<file path="config.mk">
export PLATFORM = sky130hd
export DESIGN_NAME = pf_issue_queue
export DESIGN_NICKNAME = d
export VERILOG_FILES = /design/src/rtl/pf_issue_queue.sv
export SDC_FILE = /design/constraint.sdc
export NUM_CORES = 1
export LEC_CHECK = 0
export BUFFER_PORTS_ARGS = -buffer_cell sky130_fd_sc_hd__buf_4
export CELL_PAD_IN_SITES_DETAIL_PLACEMENT = 0
export CELL_PAD_IN_SITES_GLOBAL_PLACEMENT = 1
export CORE_MARGIN = 1
export CORE_UTILIZATION = 52
export DETAILED_ROUTE_END_ITERATION = 12
export PLACE_DENSITY = 0.91
export SETUP_SLACK_MARGIN = 0.2
export SLEW_MARGIN = 5
export SYNTH_ARGS = -nofsm -noshare
export SYNTH_HDL_FRONTEND = slang
export SYNTH_SLANG_ARGS = --single-unit
export TNS_END_PERCENT = 30
</file>
<file path="constraint.sdc">
create_clock -name clk -period 3.87 [get_ports clk]
set_input_delay 0.387 -clock clk [delete_from_list [all_inputs] [get_ports clk]]
set_output_delay 0.387 -clock clk [all_outputs]
set_load 0.01 [all_outputs]
</file>
<file path="src/rtl/pf_issue_queue.sv">
// Prefetch issue queue: buffers isb candidates, dedups, drops on overflow, cancels on demand hit.
// Optional statistics counters are enabled with `define PFQ_STATS_EN.
module pf_issue_queue #(
   parameter int DEPTH = 4,
   parameter int AW    = 16,
   localparam int PW   = $clog2(DEPTH),
   localparam int CW   = $clog2(DEPTH) + 1
) (
   input  logic          clk,
   input  logic          rst_n,
   input  logic          pf_v,
   input  logic [AW-1:0] pf_addr,
   input  logic          dmd_v,
   input  logic [AW-1:0] dmd_addr,
   output logic          mem_v,
   output logic [AW-1:0] mem_addr,
   input  logic          mem_rdy,
   output logic          full,
   output logic          empty,
   output logic [CW-1:0] count
`ifdef PFQ_STATS_EN
   ,
   output logic [15:0]   stat_issued,
   output logic [15:0]   stat_dropped,
   output logic [15:0]   stat_cancelled
`endif
);

   logic [DEPTH-1:0] vld_q;
   logic [AW-1:0]    addr_q [DEPTH];
   logic [PW-1:0]    head_q, tail_q;
   logic [CW-1:0]    count_q;

   logic             pop, skip, push, dup, dmd_clash;
   logic [DEPTH-1:0] cancel_hit, cancel_eff;

   assign count = count_q;
   assign empty = (count_q == '0);
   assign full  = (count_q == CW'(DEPTH));

   // Head entry drives the request port directly; a cancelled head shows mem_v=0 and is skipped.
   assign mem_v    = !empty && vld_q[head_q];
   assign mem_addr = empty ? '0 : addr_q[head_q];
   assign pop      = mem_v && mem_rdy;
   assign skip     = !empty && !vld_q[head_q];

   // NOTE: every variable assigned here gets a default first, otherwise a latch is inferred.
   always_comb begin
      dup        = 1'b0;
      cancel_hit = '0;
      for (int i = 0; i < DEPTH; i++) begin
         if (vld_q[i] && addr_q[i] == pf_addr)  dup           = 1'b1;
         if (dmd_v && vld_q[i] && addr_q[i] == dmd_addr) cancel_hit[i] = 1'b1;
      end
      // A head being handed over this cycle counts as issued, not cancelled.
      cancel_eff = cancel_hit;
      if (pop) cancel_eff[head_q] = 1'b0;
   end

   assign dmd_clash = dmd_v && (dmd_addr == pf_addr);
   assign push      = pf_v && !full && !dup && !dmd_clash;

   // NOTE: sequential state uses non-blocking assignments only, so every flop samples pre-edge values.
   always_ff @(posedge clk or negedge rst_n) begin
      if (!rst_n) begin
         vld_q   <= '0;
         head_q  <= '0;
         tail_q  <= '0;
         count_q <= '0;
      end else begin
         vld_q <= vld_q & ~cancel_hit;
         if (pop || skip) begin
            vld_q[head_q] <= 1'b0;
            head_q        <= head_q + PW'(1);
         end
         if (push) begin
            vld_q[tail_q] <= 1'b1;
            tail_q        <= tail_q + PW'(1);
         end
         count_q <= count_q + CW'(push) - CW'(pop || skip);
      end
   end

   // NOTE: the address array is not reset; no slot is read as valid until written, and mem_addr is forced to 0 when empty.
   always_ff @(posedge clk) begin
      if (push) addr_q[tail_q] <= pf_addr;
   end

`ifdef PFQ_STATS_EN
   logic [15:0] issued_q, dropped_q, cancelled_q;

   always_ff @(posedge clk or negedge rst_n) begin
      if (!rst_n) begin
         issued_q    <= '0;
         dropped_q   <= '0;
         cancelled_q <= '0;
      end else begin
         if (pop && issued_q != 16'hFFFF)              issued_q    <= issued_q + 16'd1;
         if (pf_v && !push && dropped_q != 16'hFFFF)   dropped_q   <= dropped_q + 16'd1;
         if (|cancel_eff && cancelled_q != 16'hFFFF)   cancelled_q <= cancelled_q + 16'd1;
      end
   end

   assign stat_issued    = issued_q;
   assign stat_dropped   = dropped_q;
   assign stat_cancelled = cancelled_q;
`endif

endmodule

</file>
* Yosys cells after proc, flatten, opt, wreduce, memory -nomap -nowiden
Memory sizes are Yosys's and may differ from the RTL's.
Index checks and enable logic that the tools add are counted.
** Storage, ports and cells
- Memories :: 1
- Bits in registers :: 11
- Bits in writable memories :: 64
- Input port bits :: 37
- Word-level logic and storage cells :: 75
- Output and inout port bits :: 22
** Memories
- addr_q :: words 4, width 16, rd ports 5, clocked after memory_dff 0, write ports 1, line 30 : logic [AW-1:0] addr_q [DEPTH];
** Operators by class
- Order comparisons :: 4
- Add/sub/neg operators :: 4
- Multiplexer cells :: 19
- Equal/unequal tests :: 10
- Reduce and logical (&&, ||, !) cells :: 28
- Bitwise logic cells :: 5
** Operator list (count)
- $eq A16 B16 Y1 :: 9
- $logic_and A1 B1 Y1 :: 21
- $mux W16 :: 1
- $mux W1 :: 13
- $and A4 B4 Y4 :: 2
- $mux W4 :: 2
- $not A4 Y4 :: 2
- $lt A2 B3 Y1 const B :: 2
- $logic_not A1 Y1 :: 5
- $add A2 B1 Y2 const B :: 2
- $demux W1 S2 :: 2
- $ge A2 B1 Y1 const B :: 2
- $or A4 B4 Y4 :: 1
- $add A3 B1 Y3 :: 1
- $eq A3 B3 Y1 const B :: 1
- $logic_not A3 Y1 :: 1
- $sub A3 B1 Y3 :: 1
- $bmux W1 S2 :: 1
- $logic_or A1 B1 Y1 :: 1

* Depth between registers and ports, before layout
Gate-level depths: netlist (run 1).
- Word-level depth :: 11
- Gate-level depth with buffers :: 15
- Depth with buffers taken out :: 13

* Worst setup path after synthesis (run 1)
OpenSTA, ideal clock, no wires.
- Path kind :: input-to-reg
- Start :: input port pf_addr[15]
- End :: register count_q[2], in the netlist count[2]
- Setup time :: 0.127 ns
- Path buffers :: 2
- Required time :: 3.743 ns
- Cell stages on the path :: 15
- Arrival time :: 2.541 ns
- Path slack :: 1.202 ns
- Path through :: buf_2 xnor2_1 nand4_1 nor4_1 a31o_2 nor3_2 buf_6 inv_1 ha_1 inv_1 ha_1 inv_1 fa_1 xnor2_1 xnor2_1
** On the way
- Longest elaborated chain between the ends :: 11
- Elaborated cells between the ends (all ways) :: 20
- Classes of those cells :: 2 x add/sub; 5 x eq/ne; 4 x mux; 9 x reduce/logical
** Ends and longest elaborated chain
- start, declared :: line 12 : input logic [AW-1:0] pf_addr,
- $eq A16 B16 Y1 :: line 52 : if (vld_q[i] && addr_q[i] == pf_addr) dup = 1'b1;
- $logic_and A1 B1 Y1 :: line 52
- $mux W1 (4 in a row) :: line 52
- $logic_not A1 Y1 :: line 61 : assign push = pf_v && !full && !dup && !dmd_clash;
- $logic_and A1 B1 Y1 :: line 61
- $logic_and A1 B1 Y1 (*) :: line 61
- $add A3 B1 Y3 (*) :: line 80 : count_q <= count_q + CW'(push) - CW'(pop || skip);
- $sub A3 B1 Y3 (*) :: line 80
- end signal, assigned :: line 80
- end, declared :: line 32 : logic [CW-1:0] count_q;
Every way passes the cells marked *; elsewhere a longest branch is shown, timed or not.
A chain may end at the register's enable or synchronous reset.

==> results.json, run 1 <==
{
  "grtUsageMet3_pct": 4.43,
  "ys_warn_count": 0,
  "post_cts_resized": 0,
  "grt-ovfl-total": 0,
  "synth_top_area_cell": "edfxtp_1",
  "maxCapViolCount": 0,
  "ir_drop_uv": 363,
  "fmax_mhz": 320,
  "finalSetupViolCount": 0,
  "fin_crit_sh_pct": 80.7,
  "ant_nets": 0,
  "cts.htree.levels": 3,
  "endpoint_kind": "register",
  "grt_max_degree": 21,
  "hold_buffers": 1,
  "coreArea_sq_um": 9200,
  "grt_pass1_vias": 3223,
  "die_h_um": 99.1,
  "die_area_sq_um": 9830,
  "synthArstFlopShare_pct": 14.7,
  "vias": 3163,
  "syn_area_sq_um": 4910,
  "power_w": 0.00363,
  "start_util_pct": 53.4,
  "critPathLaunchType": "register",
  "p_int_w": 0.00233,
  "ys_ff_latch": 75,
  "clock_skew_ns": 0.0133,
  "grt.total_usage_pct": 26.9,
  "vias_per_cell": 5.84,
  "fin_area_sq_um": 5500,
  "worst-path-max-fanout": 11,
  "violations": "DRC",
  "synthTopCellsByArea": "edfxtp_1 (39%), xor2_1 (14%), xnor2_1 (13%)",
  "p_leak_nw": 1.98,
  "hold_viol": 0,
  "power_frac_seq_pct": 35.4,
  "maxSlewViolCount": 0,
  "worstPathArrival_ns": 3.41,
  "clockBufferDepth": 2,
  "postSynthAreaPerCell_sq_um": 12.6,
  "setup_tns_ns": 0,
  "synth-edff-count": 64,
  "worst_slack_ns": 0.746,
  "post-synth-top-count-cell": "xor2_1",
  "hold_path.class": "in -> reg",
  "dp_hpwl_mm": 9.42,
  "grt_use_met2_pct": 43.6,
  "numCtsBuffers": 9,
  "io_buffer_count": 58,
  "switchingPower_w": 0.00130,
  "final_nets": 474,
  "synth_nets": 439,
  "hold_slack_ns": 0.289,
  "drt-pass1-iter-count": 8,
  "worstPathRequired_ns": 4.16,
  "io_pins": 59,
  "cts_tree": "built",
  "clkLatencyLatePin_ns": 0.36,
  "synth.distinct_cells": 30,
  "root_buffer": "clkbuf_8",
  "area_delta_synth_final_pct": 12.1,
  "diodes": 0,
  "min_period_ns": 3.12,
  "post-place-ws_ns": 0.714,
  "drt_iter0_markers": 207,
  "yosysSeqAreaShare_pct": 44.8,
  "pwr-share-clk_pct": 20.1,
  "top_usage_layer": "met2",
  "tightest_slew_ns": 0.645,
  "rows": 35,
  "layout-drive-gt1-share_pct": 23.9,
  "powerDensity_nw_per_um2": 660,
  "rsz0062_at_grt": "no",
  "synth_top_area_share_pct": 39.2,
  "dpl_cell_area_sq_um": 5260,
  "criticalPathCategory": "reg -> reg",
  "drt-total-wl_mm": 12.5,
  "cts_setup_buffers": 0,
  "cts.clk_slew.worst_paths_ns": 0.08,
  "antenna_found_initial": 0,
  "comb_power_share_pct": 44.5,
  "gp_congestion": 1.02,
  "synth_commonest_cells": "xor2_1 (76), xnor2_1 (72), edfxtp_1 (64)",
  "swShare_pct": 35.9,
  "status": "finished with violations",
  "wire_per_inst_um": 23.1,
  "grt_use_met1_pct": 35.8,
  "cts.sinks": 75,
  "synthFlopType": "edfxtp_1",
  "drcViolationCount": 2,
  "maxSlewHeadroom_pct": 56.8,
  "synthCells": 391,
  "fp.dieW_um": 99.1,
  "grt_pass1_wl_mm": 18.8
}
critical path, stage by stage, from the launching register on:
cell,delay [ns]
edfxtp_1,0.47
xnor2_1,0.22
nand4_1,0.13
nor4_1,0.08
a31o_2,0.25
nor3_2,0.56
inv_1,0.10
ha_1,0.31
inv_1,0.06
ha_1,0.13
inv_1,0.05
fa_1,0.37
xnor2_1,0.19
xnor2_1,0.13
final timing paths:
check                         startpoint            to  slack (ns)  depth (start not counted)
max in group asynchronous          rst_n      vld_q[3]        3.33                          2
setup / recovery           addr_q[0][15]      count[2]        0.75                         13
setup reg to reg           addr_q[0][15]      count[2]        0.75                         13
min in group asynchronous          rst_n      count[1]        0.38                          2
hold / removal                pf_addr[0]  addr_q[3][0]        0.29                          1
hold reg to reg                 vld_q[3]      vld_q[3]        0.54                          1
placed cells by master, fill, tap and decap left out, types with 2 or more instances in the layout:
cell type  synthesis  routed
nor4_1            20      20
xor2_1            76      76
bufinv_16          0       3
nor3_2             2       2
dfrtp_1           11      11
nor2b_1           17      17
ha_1              10      10
clkbuf_8           0       9
a21oi_1            4       4
xnor2_1           72      72
inv_1              9       9
a22o_1             4       4
clkbuf_1          10       3
mux4_2            17      17
nor3_1             4       4
and2_2             4       4
edfxtp_1          64      64
o22ai_2            2       2
nand4_1           15      15
nand3_1            9       9
buf_4              0      61
nand2_1            5       5
sequential cells by signal, indices dropped and copies added, names as in the netlist:
signal	count
addr_q	64
count	3
head_q	2
tail_q	2
vld_q	4
power by group through the flow:
stage	Clock (W)	Sequential, W	Combinational (W)
after global placement	0	0.00129	0.00158
after floorplan	0	0.00126	0.00106
after CTS	0.000724	0.00129	0.00163
after global routing	0.000763	0.00131	0.00175
final	0.000730	0.00129	0.00162
after detailed placement	0	0.00130	0.00161
cell type report:
class / instances / area (sq um)
clock buffer: 12 / 135
clock inverter: 4 / 98.8
fill: 765 / 3690
inverter: 9 / 33.8
multi-input combinational: 269 / 2430
sequential: 75 / 2200
tap: 111 / 139
timing repair buffer: 62 / 468
per-layer routing:
layer | part of all wire (%) | vias up
li1 | - | 1434
met1 | 43 | 1582
met2 | 49 | 113
met3 | 4.8 | 34
met4 | 3.6 | 0
met5 | 0 | -
through the flow:
stage	utilization (%)	cells
after floorplan	-	391
after global placement	57.2	525
after detailed placement	57.2	525
after CTS	59.8	542
after global routing	59.8	542
final	59.8	542
kinds of logic (layout without fill, tap and decap cells):
kind of cell               count (synthesis)  count (layout)  synth area share, %
DFF                                       75              75                 44.8
muxes                                     18              18                 8.03
xor gates and xnor gates                 148             148                 26.4
adders and majority gates                 11              11                 2.96
and+or+nand+nor                           79              79                 9.89
buffers and inverters                     47              87                 5.69
AOI/OAI and AO/OA                         13              13                 2.24
Power figures use the tool's default switching activity.
==> run 2: changes to the inputs <==
--- a/config.mk
+++ b/config.mk
@@ -9,9 +9,9 @@
 export CELL_PAD_IN_SITES_DETAIL_PLACEMENT = 0
 export CELL_PAD_IN_SITES_GLOBAL_PLACEMENT = 1
 export CORE_MARGIN = 1
-export CORE_UTILIZATION = 52
+export CORE_UTILIZATION = 48
 export DETAILED_ROUTE_END_ITERATION = 12
-export PLACE_DENSITY = 0.91
+export PLACE_DENSITY = 0.86
 export SETUP_SLACK_MARGIN = 0.2
 export SLEW_MARGIN = 5
 export SYNTH_ARGS = -nofsm -noshare
==> constraint.sdc (replaced) <==
create_clock -name clk -period 3 [get_ports clk]
set_input_delay 0.3 -clock clk [delete_from_list [all_inputs] [get_ports clk]]
set_output_delay 0.3 -clock clk [all_outputs]
set_load 0.01 [all_outputs]
==> run 2 against run 1 <==
Against the previous run:
- the run now ends clean
- fmax increased by 14%
- first-iteration DRC count decreased by 29%
- critical path depth unchanged
==> results.json, run 2 (synthesis gave the netlist of run 1 again) <==
{
  "maxCapViolCount": 0,
  "io_buffer_count": 58,
  "critPathTopFamily": "adder cells",
  "status": "completed",
  "fillers": 861,
  "drt_iter0_markers": 146,
  "vias_per_cell": 5.40,
  "wl_met3_um": 419,
  "path_cells": "xor2_1 > nor4_2 > nand4_1 > o22ai_2 > nor3_2 > inv_1 > ha_1 > inv_1 > ha_1 > inv_1 > fa_2 > xnor2_2 > xnor2_1",
  "critPathSlowestCell": "edfxtp_1",
  "worstPathRequired_ns": 3.26,
  "rows": 36,
  "wl_met2_mm": 5.77,
  "vias": 3072,
  "regMostFlops": "addr_q",
  "setup_tns_ns": 0,
  "top_layer_used": "met4",
  "final_common_cell": "xor2_1",
  "antenna_found_initial": 0,
  "ff_latch_area_sq_um": 2200,
  "gp_congestion": 1.01,
  "finalSetupViolCount": 0,
  "p_leak_nw": 1.99,
  "fp.dieW_um": 103,
  "grt_pass1_wl_mm": 18.5,
  "grt_max_degree": 20,
  "start_util_pct": 50.0,
  "grt-ovfl-total": 0,
  "io_pins": 59,
  "layout-drive-gt1-share_pct": 25.9,
  "final_nets": 479,
  "cts.sinks": 75,
  "fin_area_sq_um": 5560,
  "endpoint_kind": "register",
  "clock_skew_ns": 0.0116,
  "die_h_um": 103,
  "drt-total-wl_mm": 12.3,
  "final_core_util_pct": 56.6,
  "criticalPathCategory": "reg -> reg",
  "rsz0062_at_grt": "yes",
  "power_w": 0.00453,
  "ir_drop_uv": 388,
  "clockBufferDepth": 2,
  "ant_nets": 0,
  "critPathLaunchType": "register",
  "maxSlewViolCount": 0,
  "wire_per_inst_um": 21.6,
  "die_area_sq_um": 10600,
  "worstPathArrival_ns": 3.00,
  "m1WireLength_mm": 5.85,
  "multi_input_area_sq_um": 2470,
  "drt-pass1-iter-count": 4,
  "drcViolationCount": 0,
  "diodes": 0,
  "dp_hpwl_mm": 9.29,
  "grt_pass1_vias": 3130,
  "worst-path-max-fanout": 3,
  "critPathBufInv": 3,
  "clkLatencyLatePin_ns": 0.37,
  "min_period_ns": 2.74,
  "powerDensity_nw_per_um2": 815,
  "area_delta_synth_final_pct": 13.2,
  "root_buffer": "clkbuf_8",
  "fin_crit_sh_pct": 91.3,
  "hold_path.class": "in -> reg",
  "dpl_cell_area_sq_um": 5300,
  "fmax_mhz": 365,
  "grt.total_usage_pct": 25.1,
  "numCtsBuffers": 9,
  "cp_common_cell": "inv_1",
  "cts_tree": "built",
  "cts.htree.levels": 3,
  "tightest_slew_ns": 0.520,
  "largest_reg_flops": 64,
  "cp_slowest_stage_delay_ns": 0.43,
  "hold_viol": 0,
  "coreArea_sq_um": 9820,
  "cts.clk_slew.worst_paths_ns": 0.08,
  "maxSlewHeadroom_pct": 65.4,
  "final_cell_mix": "xor2_1 (76), xnor2_1 (70), buf_4 (66)"
}
## run 2: worst register-to-register path: cells and delay by family, from the launching register on
| kind | cells | cell delay [ns] |
|---|---|---|
| AOI/OAI and AO/OA | 1 | 0.23 |
| adders and majority gates | 3 | 0.69 |
| DFF | 1 | 0.43 |
| xor gates and xnor gates | 3 | 0.45 |
| and+or+nand+nor | 3 | 0.65 |
| buffers and inverters | 3 | 0.17 |
## run 2: cell type report
class | count | share of cell area [%]
clock inverter | 5 | 0.968
tap | 133 | 3.00
inverter | 9 | 0.608
multi-input combinational | 269 | 44.4
sequential | 75 | 39.5
clock buffer | 11 | 2.36
timing repair buffer | 67 | 9.10
## run 2: what timing repair did
| item | in CTS | in global routing |
|---|---|---|
| hold buffers | 1 | 0 |
| hold endpoints to repair | 11 | 0 |
| buffers inserted | 0 | 3 |
| gates resized for setup | 3 | 3 |
| setup endpoints to repair | 2 | 1 |
| pin swaps | 2 | 5 |
## run 2: power breakdown
part / switching, W / leakage [nW] / internal (W)
sequential: 0.000245 / 0.717 / 0.00142
clock: 0.000388 / 0.0886 / 0.000381
combinational: 0.00103 / 1.19 / 0.00106
total: 0.00167 / 1.99 / 0.00286
## run 2: path summary, 6_finish.rpt
check                        startpoint       endpoint  slack, ns  depth (start not counted)
hold / removal              pf_addr[13]  addr_q[0][13]       0.20                          1
min in group asynchronous         rst_n       count[1]       0.32                          2
max in group asynchronous         rst_n       vld_q[2]       2.53                          2
hold reg to reg                count[2]       count[2]       0.55                          1
setup / recovery           addr_q[3][8]       count[2]       0.26                         13
setup reg to reg           addr_q[3][8]       count[2]       0.26                         13
## run 2: metal layers
layer  vias up  GRT usage (%)
met3        21           4.27
li1       1443              -
met5         -              0
met2        77           38.9
met4         0           8.34
met1      1531           35.9
## run 2: through the flow
step | setup slack [ns] | hold WS [ns] | instances
finish | 0.261 | 0.201 | 569
global route | 0.159 | 0.207 | 569
CTS | 0.201 | 0.205 | 566
detailed placement | 0.0256 | 0.142 | 549
global placement | 0.0730 | 0.137 | 549
floorplan | 0.365 | 0.00441 | 391
